`src/rtl/mux_sel_arbiter_if.sv`:
```
// Request/grant bundle between four requesters and the round-robin mux-select arbiter.
// The master drives requests and release; the arbiter (slave) drives select and grant.
interface mux_sel_arbiter_if;
    logic [3:0] i_req;
    logic       i_release;
    logic [1:0] o_sel;
    logic [3:0] o_grant;
    logic       o_busy;
    logic       o_timeout;

    modport master (
        output i_req, i_release,
        input  o_sel, o_grant, o_busy, o_timeout
    );

    modport slave (
        input  i_req, i_release,
        output o_sel, o_grant, o_busy, o_timeout
    );
endinterface

```
`src/rtl/mux_sel_arbiter.sv`:
```
// Round-robin owner arbiter driving a 4:1 mux select and one-hot grant.
// A grant is held until release, request drop or MAX_HOLD cycles, then one idle cycle follows.
module mux_sel_arbiter #(
    parameter int MAX_HOLD = 8
) (
    input  logic             clk,
    input  logic             rst_n,
    mux_sel_arbiter_if.slave bus
);

    localparam int             CNT_W     = $clog2(MAX_HOLD + 1);
    localparam logic [CNT_W-1:0] HOLD_LAST = CNT_W'(MAX_HOLD - 1);

    typedef enum logic {
        IDLE = 1'b0,
        BUSY = 1'b1
    } state_t;

    state_t           r_state;
    state_t           w_next_state;
    logic [1:0]       r_ptr;
    logic [1:0]       r_sel;
    logic [3:0]       r_grant;
    logic             r_timeout;
    logic [CNT_W-1:0] r_cnt;

    logic [1:0]       w_pick;
    logic             w_found;
    logic             w_norm_rel;
    logic             w_force_rel;

    // First requester found scanning upward from the priority pointer, wrapping 3 -> 0.
    always_comb begin
        w_found = 1'b0;
        w_pick  = r_ptr;
        for (int k = 0; k < 4; k++) begin
            if (!w_found && bus.i_req[r_ptr + 2'(k)]) begin
                w_found = 1'b1;
                w_pick  = r_ptr + 2'(k);
            end
        end
    end

    assign w_norm_rel  = bus.i_release || !bus.i_req[r_sel];
    assign w_force_rel = !w_norm_rel && (r_cnt == HOLD_LAST);

    always_ff @(posedge clk or negedge rst_n) begin
        if (!rst_n) begin
            r_state <= IDLE;
        end else begin
            r_state <= w_next_state;
        end
    end

    always_comb begin
        w_next_state = r_state;
        case (r_state)
            IDLE:    if (w_found) w_next_state = BUSY;
            BUSY:    if (w_norm_rel || w_force_rel) w_next_state = IDLE;
            default: w_next_state = IDLE;
        endcase
    end

    // Select, grant, pointer and hold counter; sel is deliberately kept across IDLE.
    always_ff @(posedge clk or negedge rst_n) begin
        if (!rst_n) begin
            r_sel     <= 2'b00;
            r_grant   <= 4'b0000;
            r_timeout <= 1'b0;
            r_ptr     <= 2'b00;
            r_cnt     <= '0;
        end else begin
            r_timeout <= 1'b0;
            case (r_state)
                IDLE: begin
                    if (w_found) begin
                        r_sel   <= w_pick;
                        r_grant <= 4'b0001 << w_pick;
                        r_cnt   <= '0;
                    end
                end
                BUSY: begin
                    if (w_norm_rel || w_force_rel) begin
                        r_grant   <= 4'b0000;
                        r_ptr     <= r_sel + 2'd1;
                        r_timeout <= w_force_rel;
                    end else begin
                        r_cnt <= r_cnt + CNT_W'(1);
                    end
                end
                default: begin
                    r_grant <= 4'b0000;
                end
            endcase
        end
    end

    always_comb begin
        bus.o_sel     = r_sel;
        bus.o_grant   = r_grant;
        bus.o_busy    = (r_state == BUSY);
        bus.o_timeout = r_timeout;
    end

endmodule
```
`src/flat_wrapper.sv`:
```
// flat-port wrapper written by rule: the top's interface ports become plain ports
module mux_sel_arbiter_flat 
#(
    parameter int MAX_HOLD = 8
)
  (clk, rst_n, bus_i_req, bus_i_release, bus_o_sel, bus_o_grant, bus_o_busy, bus_o_timeout);
  mux_sel_arbiter_if bus_i ();
  input  logic clk;
  input  logic rst_n;
  input wire logic [$bits(bus_i.i_req)-1:0] bus_i_req;
  input wire logic [$bits(bus_i.i_release)-1:0] bus_i_release;
  output wire logic [$bits(bus_i.o_sel)-1:0] bus_o_sel;
  output wire logic [$bits(bus_i.o_grant)-1:0] bus_o_grant;
  output wire logic [$bits(bus_i.o_busy)-1:0] bus_o_busy;
  output wire logic [$bits(bus_i.o_timeout)-1:0] bus_o_timeout;
  assign bus_i.i_req = bus_i_req;
  assign bus_i.i_release = bus_i_release;
  assign bus_o_sel = bus_i.o_sel;
  assign bus_o_grant = bus_i.o_grant;
  assign bus_o_busy = bus_i.o_busy;
  assign bus_o_timeout = bus_i.o_timeout;
  mux_sel_arbiter #(.MAX_HOLD(MAX_HOLD)) u_core (.clk(clk), .rst_n(rst_n), .bus(bus_i));
endmodule
```
`config.mk`:
```
export PLATFORM = sky130hd
export DESIGN_NAME = mux_sel_arbiter_flat
export DESIGN_NICKNAME = d
export VERILOG_FILES = /design/src/rtl/mux_sel_arbiter_if.sv /design/src/rtl/mux_sel_arbiter.sv /design/src/flat_wrapper.sv
export SDC_FILE = /design/constraint.sdc
export NUM_CORES = 1
export LEC_CHECK = 0
export BUFFER_PORTS_ARGS = -buffer_cell sky130_fd_sc_hd__buf_4
export CORE_MARGIN = 10
export CORE_UTILIZATION = 52
export DETAILED_ROUTE_END_ITERATION = 7
export PLACE_DENSITY_LB_ADDON = 0.05
export SLEW_MARGIN = 30
export SYNTH_ARGS = -nofsm -noshare
export SYNTH_HDL_FRONTEND = slang
export SYNTH_SLANG_ARGS = --single-unit
```
`constraint.sdc`:
```
create_clock -name clk -period 2.5 [get_ports clk]
set_input_delay 0.25 -clock clk [delete_from_list [all_inputs] [get_ports clk]]
set_output_delay 0.25 -clock clk [all_outputs]
set_load 0.1 [all_outputs]
```
==> reports/summary.txt <==
Status: finished, final reports clean
Synth Flop Type: dfrtp_1
Clk sinks: 14
Die Y: 58.0 um
Data arrival, critical path: 1.70 ns
Clock slew at reported path FFs: 0.09 ns
Yosys top cell by area: dfrtp_1
Setup Skew: 0.00102 ns
Port Buffers: 14
Core ar.: 1330 um^2
CTS hold repair buffers: 1
Max-slew violations: 0
Number of cell rows: 13
Number of global-route vias before repair: 579
Fin nets: 103
Hold Crit Class: in -> async
Syn Nets: 84
Unrepaired setup endpoints after global routing: no
Mapped Avg Cell Area: 9.89 um^2
Pin slew with the least headroom to its limit: 0.407 ns
Yosys cell types: 29
Synthesized instance count: 76
Wirelength per Cell: 15.2 um
DRC Markers: 0
Chip width: 58.0 um
Post-synth EDFFs: 0
Drt first pass iters: 4
Sequential share of the synthesized area: 0.466
P&R area growth vs syn: 22.1%
CP required: 2.70 ns
Ports: 15
Clock buffer depth: 2
Slack of the critical path: 1.00 ns
Final HPWL from detailed placement: 1.22 mm
Drt via density: 5.83
Die footprint: 3370 um^2
Yosys synthesis warning count: 0
Worst setup EP type: flip-flop
Via count: 636
Largest net degree at the start of global routing: 15
Global-route wire length before repair: 2.71 mm
Worst relative slew slack: 0.729
Number of synthesized register bits: 14
H-tree depth: 1
CP Class: reg -> reg
Fin Setup TNS: 0 ns
Routability cong.: 0.756
Total CTS buffers: 3
Max_cap viols: 0
Top post-synthesis cells by count: dfrtp_1 (14), nand2_1 (14), mux2i_1 (7), o21ai_0 (4), o22ai_1 (4)
Main area contributors after synthesis: dfrtp_1 (47%), mux2i_1 (9.3%), nand2_1 (7.0%), o22ai_1 (3.3%), o21ai_0 (2.7%)
Critical path launch point type: flip-flop
Crit path time final: 1.50 ns
CTS resizes: 0
Final Cycle Share: 0.600
CP Launch Point: u_core.bus.o_sel[1]
Final Hold Fails: 0
Layout cell share with drive strength beyond 1: 0.245
R2r startpoint: u_core.bus.o_sel[1]
Setup violators final: 0
Async S/R FF share, synth: 1.00
Final wirelength: 1.65 mm
CTS tree: yes
Inserted Diodes: 0
Gr usage total: 0.0983
Worst-path fanout max: 6
CTS root buf: clkbuf_4
Max Clk Rate: 667 MHz
Post-Syn Area: 752 um^2
Initial Util: 0.564
Worst-Skew Late Latency: 0.27 ns
Antenna Nets Post-Route: 0
Postcts setup bufs: 0
Pre-CTS setup slack: 1.02 ns
Initial antenna violation count: 0
Synth top area share: 0.466
Initial DRC Count: 13
Overflow after GRT: 0
[per-layer routing]
| layer | vias up | wire length (um) | track usage |
|---|---|---|---|
| li1 | 309 | - | - |
| met1 | 309 | 765 | 0.131 |
| met2 | 16 | 741 | 0.140 |
| met3 | 2 | 134 | 0.0414 |
| met4 | 0 | 10 | 0.0302 |
| met5 | - | 0 | 0 |
[placed cells by master, fill, tap and decap left out, types with 2 or more instances in the layout]
cell type   n
a21oi_1     2
a21o_1      2
o22ai_1     4
nand3b_1    2
o21ai_0     4
nand2_1    14
mux2i_1     7
nor2b_1     3
dfrtp_1    14
clkbuf_4    3
inv_1       3
nor2_1      3
buf_4      14
[worst max-delay path, cell delays in order, from the launching register on]
cell      delay, ns
dfrtp_1        0.47
mux2i_1        0.24
o22ai_2        0.15
a21boi_2       0.33
mux2i_1        0.23
[sequential cells by signal, indices dropped and copies added (netlist names)]
name,flops
u_core.bus.o_busy,1
u_core.r_cnt,4
u_core.r_ptr,2
u_core.bus.o_timeout,1
u_core.bus.o_sel,2
u_core.bus.o_grant,4
[metrics by stage]
step | instances | hold WS (ns) | util | area (um^2)
2_1_floorplan | 76 | -0.0456 | - | 752
3_3_place_gp | 104 | 0.106 | 0.654 | 872
3_5_place_dp | 104 | 0.107 | 0.654 | 872
4_1_cts | 109 | 0.347 | 0.689 | 918
5_1_grt | 109 | 0.360 | 0.689 | 918
6_report | 109 | 0.349 | 0.689 | 918
[final cells by class]
| type | instances | area, um^2 |
|---|---|---|
| fillers | 109 | 415 |
| multi-input cells | 58 | 387 |
| flip-flops and latches | 14 | 350 |
| repair buffers | 15 | 115 |
| clock buffers | 4 | 36.3 |
| well taps | 15 | 18.8 |
| inverters | 3 | 11.3 |
[final timing paths]
path / end / cells past startpoint / slack [ns]
min reg2reg: u_core.r_cnt[3] / 1 / 0.50
max reg2reg: u_core.r_ptr[1] / 4 / 1.00
min: u_core.bus.o_grant[2] / 2 / 0.35
max in group asynchronous: u_core.r_cnt[2] / 2 / 1.99
min in group clk: u_core.bus.o_grant[0] / 3 / 0.41
max: u_core.r_ptr[1] / 4 / 1.00
[kinds of logic (layout without fill, tap and decap cells)]
family | after synthesis | count (layout) | share of synthesized area
fa+ha+maj | 1 | 1 | 0.0166
flops | 14 | 14 | 0.466
simple gates | 31 | 31 | 0.216
compound gates | 18 | 18 | 0.176
mux | 7 | 7 | 0.0932
buf+inv | 4 | 22 | 0.0200
xor+xnor | 1 | 1 | 0.0116
Power is left out: the tool's default activity adds up to more than one toggle a clock period on the data nets, which glitch-free logic cannot reach.
